`config.mk`:
```
export PLATFORM = sky130hd
export DESIGN_NAME = axi_addr_queue
export DESIGN_NICKNAME = d
export VERILOG_FILES = /design/src/rtl/axi_addr_queue.sv
export SDC_FILE = /design/constraint.sdc
export NUM_CORES = 1
export LEC_CHECK = 0
export BUFFER_PORTS_ARGS = -buffer_cell sky130_fd_sc_hd__buf_2
export CORE_MARGIN = 2
export CORE_UTILIZATION = 46
export CTS_CLUSTER_DIAMETER = 30
export DETAILED_ROUTE_END_ITERATION = 16
export SYNTH_ARGS = -nofsm -noshare
export SYNTH_HDL_FRONTEND = slang
export SYNTH_SLANG_ARGS = --single-unit
```
`constraint.sdc`:
```
create_clock -name clk -period 7.8 [get_ports clk]
set_input_delay 0.39 -clock clk [delete_from_list [all_inputs] [get_ports clk]]
set_output_delay 0.39 -clock clk [all_outputs]
set_load 0.05 [all_outputs]
```
`src/rtl/axi_addr_queue.sv`:
```
// axi_addr_queue
// AXI address-channel queue (AW or AR) between the slave handshake and the
// address generator. It is first-word-fall-through: the head entry appears on
// the m_* outputs combinationally, and those outputs are zeroed while empty.
// It also provides an occupancy count, an almost-full flag and a synchronous
// flush.
//
// Optional feature macro: AXI_ADDR_QUEUE_4K_CHECK_EN
//   When defined, each INCR beat is tagged at push time with whether its burst
//   runs past the 4 KB page that contains its start address. The tag is
//   presented on m_err together with the head entry.
//   When undefined, no tag storage exists and m_err is tied to 0.

module axi_addr_queue #(
  parameter int ADDR_W       = 32,
  parameter int ID_W         = 6,
  parameter int DEPTH_LOG2   = 3,
  parameter int AFULL_THRESH = 6
) (
  input  logic                  clk,
  input  logic                  reset,
  input  logic                  flush,

  input  logic                  s_valid,
  output logic                  s_ready,
  input  logic [ADDR_W-1:0]     s_addr,
  input  logic [ID_W-1:0]       s_id,
  input  logic [7:0]            s_len,
  input  logic [2:0]            s_size,
  input  logic [1:0]            s_burst,
  input  logic [2:0]            s_prot,

  output logic                  m_valid,
  input  logic                  m_ready,
  output logic [ADDR_W-1:0]     m_addr,
  output logic [ID_W-1:0]       m_id,
  output logic [7:0]            m_len,
  output logic [2:0]            m_size,
  output logic [1:0]            m_burst,
  output logic [2:0]            m_prot,
  output logic                  m_err,

  output logic [DEPTH_LOG2:0]   count,
  output logic                  almost_full,
  output logic                  empty
);

  localparam int PTR_W = DEPTH_LOG2 + 1;
  localparam int DEPTH = 1 << DEPTH_LOG2;
  localparam logic [PTR_W-1:0] PTR_ONE   = PTR_W'(1);
  localparam logic [PTR_W-1:0] WRAP_DIFF = {1'b1, {DEPTH_LOG2{1'b0}}};
  localparam logic [PTR_W-1:0] AFULL_CNT = PTR_W'(AFULL_THRESH);

  logic [PTR_W-1:0]      wr_ptr;
  logic [PTR_W-1:0]      rd_ptr;
  logic [DEPTH_LOG2-1:0] wr_idx;
  logic [DEPTH_LOG2-1:0] rd_idx;
  logic                  full;
  logic                  push;
  logic                  pop;

  logic [ADDR_W-1:0] addr_mem  [DEPTH];
  logic [ID_W-1:0]   id_mem    [DEPTH];
  logic [7:0]        len_mem   [DEPTH];
  logic [2:0]        size_mem  [DEPTH];
  logic [1:0]        burst_mem [DEPTH];
  logic [2:0]        prot_mem  [DEPTH];

  assign wr_idx = wr_ptr[DEPTH_LOG2-1:0];
  assign rd_idx = rd_ptr[DEPTH_LOG2-1:0];

  // Full/empty/count come only from the pointers, so the handshake flags never
  // depend combinationally on s_valid or m_ready.
  assign empty       = (wr_ptr == rd_ptr);
  assign full        = ((wr_ptr ^ rd_ptr) == WRAP_DIFF);
  assign count       = wr_ptr - rd_ptr;
  assign almost_full = (count >= AFULL_CNT);
  assign s_ready     = !full;
  assign m_valid     = !empty;

  assign push = s_valid && s_ready;
  assign pop  = m_valid && m_ready;

  // Pointer update: async reset, flush wins over push/pop, modulo 2*DEPTH wrap.
  always_ff @(posedge clk or negedge reset) begin
    if (!reset) begin
      wr_ptr <= '0;
      rd_ptr <= '0;
    end else if (flush) begin
      wr_ptr <= '0;
      rd_ptr <= '0;
    end else begin
      if (push) wr_ptr <= wr_ptr + PTR_ONE;
      if (pop)  rd_ptr <= rd_ptr + PTR_ONE;
    end
  end

  // Payload storage: written only on an accepted, non-flushed push.
  always_ff @(posedge clk) begin
    if (push && !flush) begin
      addr_mem[wr_idx]  <= s_addr;
      id_mem[wr_idx]    <= s_id;
      len_mem[wr_idx]   <= s_len;
      size_mem[wr_idx]  <= s_size;
      burst_mem[wr_idx] <= s_burst;
      prot_mem[wr_idx]  <= s_prot;
    end
  end

  assign m_addr  = empty ? '0 : addr_mem[rd_idx];
  assign m_id    = empty ? '0 : id_mem[rd_idx];
  assign m_len   = empty ? '0 : len_mem[rd_idx];
  assign m_size  = empty ? '0 : size_mem[rd_idx];
  assign m_burst = empty ? '0 : burst_mem[rd_idx];
  assign m_prot  = empty ? '0 : prot_mem[rd_idx];

`ifdef AXI_ADDR_QUEUE_4K_CHECK_EN
  logic        err_mem [DEPTH];
  logic [16:0] beat_cnt;
  logic [16:0] burst_bytes;
  logic [16:0] burst_end;
  logic        s_cross;

  // Page-crossing detect: end offset = page offset + (len+1) << size, 17 bits.
  always_comb begin
    beat_cnt    = {9'd0, s_len} + 17'd1;
    burst_bytes = beat_cnt << s_size;
    burst_end   = {5'd0, s_addr[11:0]} + burst_bytes;
    s_cross     = (s_burst == 2'b01) && (burst_end > 17'd4096);
  end

  // The crossing tag travels with its entry.
  always_ff @(posedge clk) begin
    if (push && !flush) err_mem[wr_idx] <= s_cross;
  end

  assign m_err = !empty && err_mem[rd_idx];
`else
  assign m_err = 1'b0;
`endif

endmodule
```
* Word-level counts from Yosys, hierarchy flattened
Memory sizes are Yosys's and may differ from the RTL's.
Index checks and enable logic that the tools add are counted.
** Word-level totals
- Input bits :: 59
- RAM bits :: 432
- Output and inout bits :: 63
- Logic and storage cells :: 35
- Memories kept :: 6
- Flip-flop bits (word level) :: 8
** Operators by class
- $lt $le $gt $ge :: 1
- Multiplexer cells :: 12
- $add $sub $neg :: 3
- Bitwise operators :: 1
- Reductions and logical operators :: 8
- Equality and inequality tests :: 2
** Memory list
- addr_mem :: words 8, width 32, rd ports 1, clocked after memory_dff 0, write ports 1, line 62 : logic [ADDR_W-1:0] addr_mem [DEPTH];
- len_mem :: words 8, width 8, rd ports 1, clocked after memory_dff 0, write ports 1, line 64 : logic [7:0] len_mem [DEPTH];
- id_mem :: words 8, width 6, rd ports 1, clocked after memory_dff 0, write ports 1, line 63 : logic [ID_W-1:0] id_mem [DEPTH];
- prot_mem :: words 8, width 3, rd ports 1, clocked after memory_dff 0, write ports 1, line 67 : logic [2:0] prot_mem [DEPTH];
- size_mem :: words 8, width 3, rd ports 1, clocked after memory_dff 0, write ports 1, line 65 : logic [2:0] size_mem [DEPTH];
- burst_mem :: words 8, width 2, rd ports 1, clocked after memory_dff 0, write ports 1, line 66 : logic [1:0] burst_mem [DEPTH];
** Operators with widths (count)
- 32-bit two-way mux :: 1
- 4-bit two-way mux :: 4
- 4-bit by 1-bit adder with 4-bit output (second input constant) :: 2
- 8-bit two-way mux :: 1
- 3-bit two-way mux :: 2
- 6-bit two-way mux :: 1
- 4-bit == test :: 1
- 4-bit == test (second input constant) :: 1
- 4-bit by 3-bit greater-or-equal comparator with 1-bit output (second input constant) :: 1
- 2-bit nonzero test :: 2
- 4-bit subtractor :: 1
- 4-bit XOR :: 1
- 1-bit logical AND :: 3
- 1-bit logical NOT :: 3
- 1-bit two-way mux :: 2
- 2-bit two-way mux :: 1

* Logic depth before layout (Yosys ltp)
Gate-level depths: netlist of run 1.
- Word-level depth :: 7
- Mapped depth :: 9

* Least setup slack after synthesis of run 1
No wires, ideal clock.
- Kind :: reg2reg
- From :: register rd_ptr[1]
- To :: memory addr_mem[0][0] (enable)
- Library setup time :: 599 ps
- Arrival time :: 6581 ps
- Cell stages (with the launch flop) :: 8
- Setup slack :: 620 ps
- Path through :: dfrtp_1 > buf_2 > buf_2 > inv_1 > ha_1 > nand3_1 > o21ai_2 > nor4_1
** Between the ends
- Word-level cells in the longest chain between the ends :: 7
** RTL lines
- start: declaration :: line 55 : logic [PTR_W-1:0] rd_ptr;
- start signal: assignment :: line 94 : if (pop) rd_ptr <= rd_ptr + PTR_ONE;
- 4-bit XOR :: line 75 : assign full = ((wr_ptr ^ rd_ptr) == WRAP_DIFF);
- 4-bit == test :: line 75
- 1-bit logical NOT :: line 78 : assign s_ready = !full;
- 1-bit logical AND :: line 81 : assign push = s_valid && s_ready;
- 1-bit logical AND :: line 100 : if (push && !flush) begin
- 1-bit two-way mux :: line 100
- 1-bit two-way mux (not written as such) :: line 101 : addr_mem[wr_idx] <= s_addr;
- end: declaration :: line 62
Every way passes these cells.

* Final worst setup path of run 1
- From :: register rd_ptr[1]
- To :: output m_addr[25]
** Between the ends
- Word-level cells in the longest chain between the ends :: 2
** RTL lines
- memory 8 x 32 bit or 4-bit == test (tied branches)
- 32-bit two-way mux (*) :: line 110 : assign m_addr = empty ? '0 : addr_mem[rd_idx];
- end: declaration :: line 35 : output logic [ADDR_W-1:0] m_addr,
Every way passes the cells marked *; elsewhere a longest branch is shown, timed or not.

==> results of run 1 <==
[placed cells by master, fill, tap and decap left out, types with 2 or more instances in the layout]
cell,count
a22o_1,54
clkinv_2,8
a21boi_0,2
clkbuf_1,8
nor2b_1,3
and3_1,2
o2111ai_1,2
ha_1,5
a21oi_4,2
bufinv_16,12
nor4_2,2
buf_2,120
mux4_2,108
diode_2,6
mux2_2,5
clkinv_4,6
nand2_1,9
o31ai_1,2
inv_1,8
inv_6,3
nor2_1,8
nor3_2,6
clkinvlp_4,9
a21oi_1,6
dfrtp_1,6
dfrtp_4,2
nand4_1,2
clkinv_1,12
edfxtp_1,432
clkbuf_16,81
buf_4,19
[routing by layer]
metal	wire length, um	vias up	global-route usage (%)	share of wire (%)
met4	572	6	5.77	1.6
met1	14300	4264	24.2	41
met2	18100	238	32.1	51
li1	-	3475	-	-
met3	2190	55	4.54	6.2
met5	40	-	0	0.11
[cells in the mapped netlist (2+ instances only)]
cell type / instances / area [um2]
a21boi_0: 2 / 15.0
a21oi_1: 6 / 30.0
a21oi_4: 2 / 32.5
a22o_1: 54 / 473
and3_1: 2 / 12.5
buf_2: 15 / 75.1
buf_6: 10 / 113
clkbuf_1: 10 / 37.5
dfrtp_1: 8 / 200
edfxtp_1: 432 / 13000
ha_1: 5 / 62.6
inv_1: 8 / 30.0
mux2_2: 5 / 56.3
mux4_2: 108 / 2430
nand2_1: 9 / 33.8
nand4_1: 2 / 12.5
nor2_1: 8 / 30.0
nor2b_1: 3 / 18.8
nor3_1: 6 / 30.0
nor4_1: 2 / 12.5
o2111ai_1: 2 / 17.5
o31ai_1: 2 / 15.0
[worst paths after layout]
kind | end | depth (start not counted)
worst max-delay path | m_addr[25] | 7
worst min-delay path | addr_mem[5][22]$_DFFE_PP_ | 1
min in group asynchronous | rd_ptr[0]$_DFFE_PN0P_ | 2
worst max register to register | len_mem[5][1]$_DFFE_PP_ | 6
max in group asynchronous | rd_ptr[1]$_DFFE_PN0P_ | 2
worst min register to register | wr_ptr[3]$_DFFE_PN0P_ | 2
[power breakdown]
group          switching (mW)  total [mW]  internal (mW)
clock                    1.08        3.36           2.28
combinational           0.654       0.978          0.324
sequential             0.0303        2.67           2.64
[kinds of logic (layout without fill, tap and decap cells)]
family          after synthesis  in the layout  share of synthesized area (%)
xor+xnor                      3              3                          0.201
mux                         114            114                           14.9
fa+ha+maj                     6              6                          0.491
compound gates               70             70                           3.55
buf+inv                      45            288                           1.58
flops                       440            440                           78.3
other cells                   1              7                         0.0223
simple gates                 35             35                           1.00
[critical path, cell delays in order (launching register included)]
cell and delay, ns:
dfrtp_4 0.99, inv_1 0.15, ha_1 0.34, and3_1 0.31, a21oi_4 0.75, buf_4 0.55, a22o_1 0.29, buf_2 0.29
[registers in the layout, indices dropped and copies added (netlist names)]
register / cells
size_mem: 24
burst_mem: 16
rd_ptr: 4
addr_mem: 256
id_mem: 48
len_mem: 64
prot_mem: 24
wr_ptr: 4
[layout make-up]
type / count / area, um2
Fill cell: 2606 / 15700
Sequential cell: 440 / 13200
Multi-Input combinational cell: 229 / 3430
Clock buffer: 89 / 2060
Timing Repair Buffer: 140 / 753
Clock inverter: 51 / 603
Tap cell: 468 / 586
Inverter: 8 / 30.0
Antenna cell: 6 / 15.0
==> impl_metrics.py, run 1 <==
metrics = {
    "sta": {
        "postLayoutSetupSlackWorst_ns": 3.16,
        "finalMaxSlewViolations": 0,
        "min_period_over_period_pct": 59.5,
        "rsz0062_at_grt": "no",
        "hold_violations": 0,
        "max_slew_margin_pct": 31.7,
        "post-route-min-period_ns": 4.64,
        "skew_ns": 0.0121,
        "timing.fmax_ghz": 0.215,
        "finalSetupViolations": 0,
        "hold_ws_ns": 0.0997,
        "fin_tns_setup_ns": 0,
        "worst_pin_slew_ns": 1.02,
    },
    "placed_design": {
        "pre_cts_ws_ns": 3.67,
        "place.gp.congestion": 0.791,
        "portBuffers": 120,
        "dpl_cell_area_um2": 18000,
        "dp_hpwl_mm": 19.2,
        "dp.cells": 1284,
    },
    "logic_synthesis": {
        "syn-num-nets": 779,
        "synth_seq_area_share_pct": 78.3,
        "yosysWarnings": 0,
        "synthFlopType": "edfxtp_1",
        "synth_area_um2": 16800,
        "synth-async-reset-ratio_pct": 1.82,
        "ys_seq_elements": 440,
        "synthCells": 714,
        "syn_area_per_cell_um2": 23.6,
        "synth_edf_count": 432,
        "ys_types": 35,
    },
    "global_route": {
        "track_usage_pct": 18.8,
        "grt_first_pass_wirelength_mm": 52.8,
        "grt_max_degree": 58,
        "antenna_found_initial": 7,
        "grt_pass1_vias": 8785,
        "gr-total-overflow": 0,
    },
    "clock_tree": {
        "cts.htree.levels": 3,
        "clk_pin_slew_ns": 0.05,
        "ctsResizeCount": 0,
        "numCtsBuffers": 80,
        "root_buffer": "clkbuf_16",
        "postCtsSetupBuffers": 0,
        "clkSinkCount": 440,
        "clk_path_buf_depth": 3,
        "hold_buffers": 1,
        "clk_latency_ns": 0.55,
        "cts_tree": "done",
    },
    "routing": {
        "drc": 0,
        "routedWlPerCell_um": 24.6,
        "routed_wl_mm": 35.2,
        "drtIter0Drc": 676,
        "final_antenna_net_count": 0,
        "routed-via-count": 8038,
        "firstDrtPassIters": 5,
        "via_per_inst": 5.62,
    },
    "die": {
        "initial_core_util_pct": 46.3,
        "row_count": 70,
        "dieArea_um2": 38100,
        "coreArea_um2": 36300,
        "fp.dieH_um": 195,
        "die_w_um": 195,
        "ios": 122,
    },
    "worst_setup_path": {
        "worstPathMaxFanout": 57,
        "reg2reg_from": "rd_ptr[1]$_DFFE_PN0P_",
        "required_ns": 7.41,
        "critPathLaunchType": "register",
        "r2r_slack_ns": 3.90,
        "end_kind": "primary output",
        "crit_arrival_ns": 4.25,
        "path_class": "register to primary output",
        "startpoint": "rd_ptr[1]$_DFFE_PN0P_",
    },
    "hold_path": {
        "min_from": "s_addr[22]",
        "worst_hold_path_type": "input pin to register",
    },
    "power": {
        "p_leak_nw": 6.93,
        "power_mw": 7.01,
        "vdd_ir_drop_max_v": 0.000158,
        "power_density_nw_per_um2": 339,
    },
    "cells_and_area": {
        "final_area_um2": 20700,
        "areaGrowthSynthToFinish_pct": 22.8,
        "drive_gt1_share_pct": 40.4,
        "final_cells": 1431,
        "nNetsFinal": 964,
        "final_util_pct": 56.8,
    },
    "status": {
        "status": "finished clean",
    },
    "run": {
        "drv_cap": 0,
    },
}
No activity file was read; power rests on OpenSTA's default activity.
==> inputs of run 2 (changes only) <==
Settings changed: ABC_AREA from default to 1.
Clock period 7.8 ns to 4.3 ns, I/O delays scaled along.
==> run 2 against run 1 <==
Synthesized cell count grew to 2.8 times the previous value; via count is 69% higher; combinational power increased by 150%; non-clock buffer count is 61 higher; area after synthesis rose by 17%; cell count up 97%; die area rose by 16%; clock power grew 140%; clock skew up 0.0069 ns; first-iteration DRC count up 59%; sequential share of layout area shrank 11 points; critical endpoint is now m_id[5].
==> impl_metrics.py, run 2 <==
metrics = {
    "die": {
        "coreArea_um2": 42000,
        "fp.dieH_um": 210,
        "die_w_um": 210,
        "initial_core_util_pct": 46.6,
        "row_count": 75,
        "dieArea_um2": 44300,
        "ios": 122,
    },
    "cells_and_area": {
        "final_area_um2": 24900,
        "antenna_cells": 0,
        "final_cells": 2815,
        "areaGrowthSynthToFinish_pct": 26.8,
        "regMostFlops": "addr_mem",
        "reg_top3": "addr_mem: 256 flops, len_mem: 64 flops, id_mem: 48 flops",
        "final_util_pct": 59.1,
        "nNetsFinal": 2256,
        "largest_reg_flops": 256,
        "drive_gt1_share_pct": 13.8,
        "layout_common_cells": "574 x nand2_1, 439 x inv_1, 432 x edfxtp_1, 285 x nand3_1, 120 x buf_2",
        "final_common_cell": "nand2_1",
    },
    "logic_synthesis": {
        "synth_area_um2": 19600,
        "synthCells": 1979,
        "synth_most_common_cell": "nand2_1",
        "syn_area_per_cell_um2": 9.91,
        "syn-num-nets": 2044,
        "synth_seq_area_share_pct": 67.2,
        "synthFlopType": "edfxtp_1",
        "yosysTopAreaCellShare_pct": 66.2,
        "synth_edf_count": 432,
        "synth_common_cells": "574 x nand2_1, 439 x inv_1, 432 x edfxtp_1",
        "synth-async-reset-ratio_pct": 1.82,
        "synthTopCellsByArea": "edfxtp_1 66%, nand2_1 11%, inv_1 8.4%, nand3_1 7.3%, nor2_1 2.3%",
        "synth_largest_area_cell": "edfxtp_1",
        "ys_seq_elements": 440,
        "ys_types": 23,
        "yosysWarnings": 0,
    },
    "hold_path": {
        "min_from": "s_size[1]",
        "holdPathEnd": "size_mem[7][1]$_DFFE_PP_",
        "hold_depth": 2,
        "worst_hold_path_type": "input pin to register",
    },
    "routing": {
        "firstDrtPassIters": 5,
        "drc": 0,
        "routedWlPerCell_um": 15.7,
        "routed_wl_mm": 44.3,
        "drtIter0Drc": 1075,
        "via_per_inst": 4.82,
        "routed-via-count": 13571,
        "final_antenna_net_count": 0,
    },
    "sta": {
        "max_slew_margin_pct": 27.4,
        "postLayoutSetupSlackWorst_ns": 0.458,
        "post-route-min-period_ns": 3.84,
        "hold_violations": 0,
        "fin_tns_setup_ns": 0,
        "min_period_over_period_pct": 89.4,
        "skew_ns": 0.0190,
        "rsz0062_at_grt": "no",
        "finalSetupViolations": 0,
        "worst_pin_slew_ns": 1.09,
        "finalMaxSlewViolations": 0,
        "timing.fmax_ghz": 0.260,
    },
    "worst_setup_path": {
        "end_kind": "primary output",
        "worstPathMaxFanout": 77,
        "critPathLaunchType": "register",
        "required_ns": 4.09,
        "worst_r2r_endpoint": "addr_mem[7][9]$_DFFE_PP_",
        "cpPeakStageDelay_ns": 1.03,
        "startpoint": "rd_ptr[0]$_DFFE_PN0P_",
        "r2r_cells": 7,
        "crit_arrival_ns": 3.63,
        "crit_slowest_cell": "dfrtp_4",
        "path_class": "register to primary output",
        "crit_chain": "buf_4 -> buf_4 -> nand2_1 -> nand3_1 -> nand2_1 -> nor2_1 -> nor2_1 -> buf_2",
        "reg2reg_from": "rd_ptr[0]$_DFFE_PN0P_",
        "r2r_slack_ns": 1.06,
    },
    "clock_tree": {
        "cts.htree.levels": 3,
        "clk_latency_ns": 0.61,
        "clk_path_buf_depth": 3,
        "numCtsBuffers": 103,
        "cts_tree": "done",
        "clkSinkCount": 440,
        "root_buffer": "clkbuf_16",
        "clk_pin_slew_ns": 0.05,
    },
    "global_route": {
        "grt_first_pass_wirelength_mm": 70.8,
        "gr-total-overflow": 0,
        "grt_use_met3_pct": 3.86,
        "met2_usage_pct": 33.8,
        "gr-max-usage-layer": "met2",
        "grt_use_met1_pct": 27.3,
        "antenna_found_initial": 0,
        "grt_max_degree": 92,
        "track_usage_pct": 20.5,
        "grt_pass1_vias": 13519,
    },
    "placed_design": {
        "dp_hpwl_mm": 22.5,
        "dpl_cell_area_um2": 20700,
        "dp.cells": 2566,
        "portBuffers": 120,
        "place.gp.congestion": 0.770,
        "pre_cts_ws_ns": 1.06,
    },
    "power": {
        "vdd_ir_drop_max_v": 0.000380,
        "p_leak_nw": 11.2,
        "power_density_nw_per_um2": 614,
    },
    "run": {
        "drv_cap": 0,
    },
    "status": {
        "status": "finished clean",
    },
}
-- run 2: cell count changes in the layout (fill, tap and decap cells not counted), sizes merged, moves of 7 or more --
cell	previous run	this run
a21oi	8	1
a22o	54	0
bufinv	12	20
clkbuf	89	125
clkinv	26	36
dlygate4sd3	1	59
inv	12	445
mux4	108	0
nand2	9	576
nand3	1	285
nor2	8	120
-- run 2: cells by family after synthesis --
group | synth area share (%)
AND/OR/NAND/NOR | 20.9
buffers and inverters | 11.3
flip-flops | 67.2
adder cells (fa/ha/maj) | 0.421
XOR/XNOR | 0.134
AO/OA/AOI/OAI | 0.0255
other | 0.0191
-- run 2: report_power, final --
group          leakage [nW]  total, mW  internal [mW]  switching (mW)
logic                  5.49       2.42          0.586            1.84
clock network          1.73       7.98           5.67            2.31
registers              4.01       4.87           4.79          0.0730
-- run 2: layout make-up --
class,count,area [um2]
Clock inverter,65,853
Multi-Input combinational cell,1001,4280
Tap cell,539,674
Fill cell,3480,17200
Sequential cell,440,13200
Inverter,444,1670
Timing Repair Buffer,201,1460
Clock buffer,125,2740
-- run 2: timing repair --
item                                   4_1_cts  5_1_grt
endpoints found under the hold margin      447        0
resized for setup                            0        0
hold buffers                                59        0
setup buffers                                0        0
-- run 2: worst max path at each step --
stage | endpoint | slack [ns] | depth (start not counted)
6_report | m_id[5] | 0.46 | 8
5_1_grt | m_id[5] | 0.15 | 8
4_1_cts | m_id[5] | 0.40 | 8
3_5_place_dp | addr_mem[7][16]$_DFFE_PP_ | 1.06 | 7
3_3_place_gp | m_addr[24] | 1.06 | 8
2_1_floorplan | addr_mem[2][0]$_DFFE_PP_ | -0.58 | 10
-- run 2: routing by layer --
metal | wire [um] | up-vias
li1 | - | 6688
met1 | 20000 | 6487
met4 | 778 | 0
met2 | 21100 | 337
met3 | 2350 | 59
met5 | 0 | -
-- run 2: metrics by stage --
stage / hold slack, ns / total power, mW
2_1_floorplan: -0.0806 / 6.75
3_3_place_gp: 0.0744 / 7.31
3_5_place_dp: 0.0796 / 7.33
4_1_cts: 0.392 / 15.4
5_1_grt: 0.416 / 15.8
6_report: 0.416 / 15.3
-- run 2: worst max-delay path: cells and delay by family (launching register included) --
family | cells | cell delay, ns
and+or+nand+nor | 5 | 0.50
DFF | 1 | 1.03
buffers and inverters | 3 | 1.45
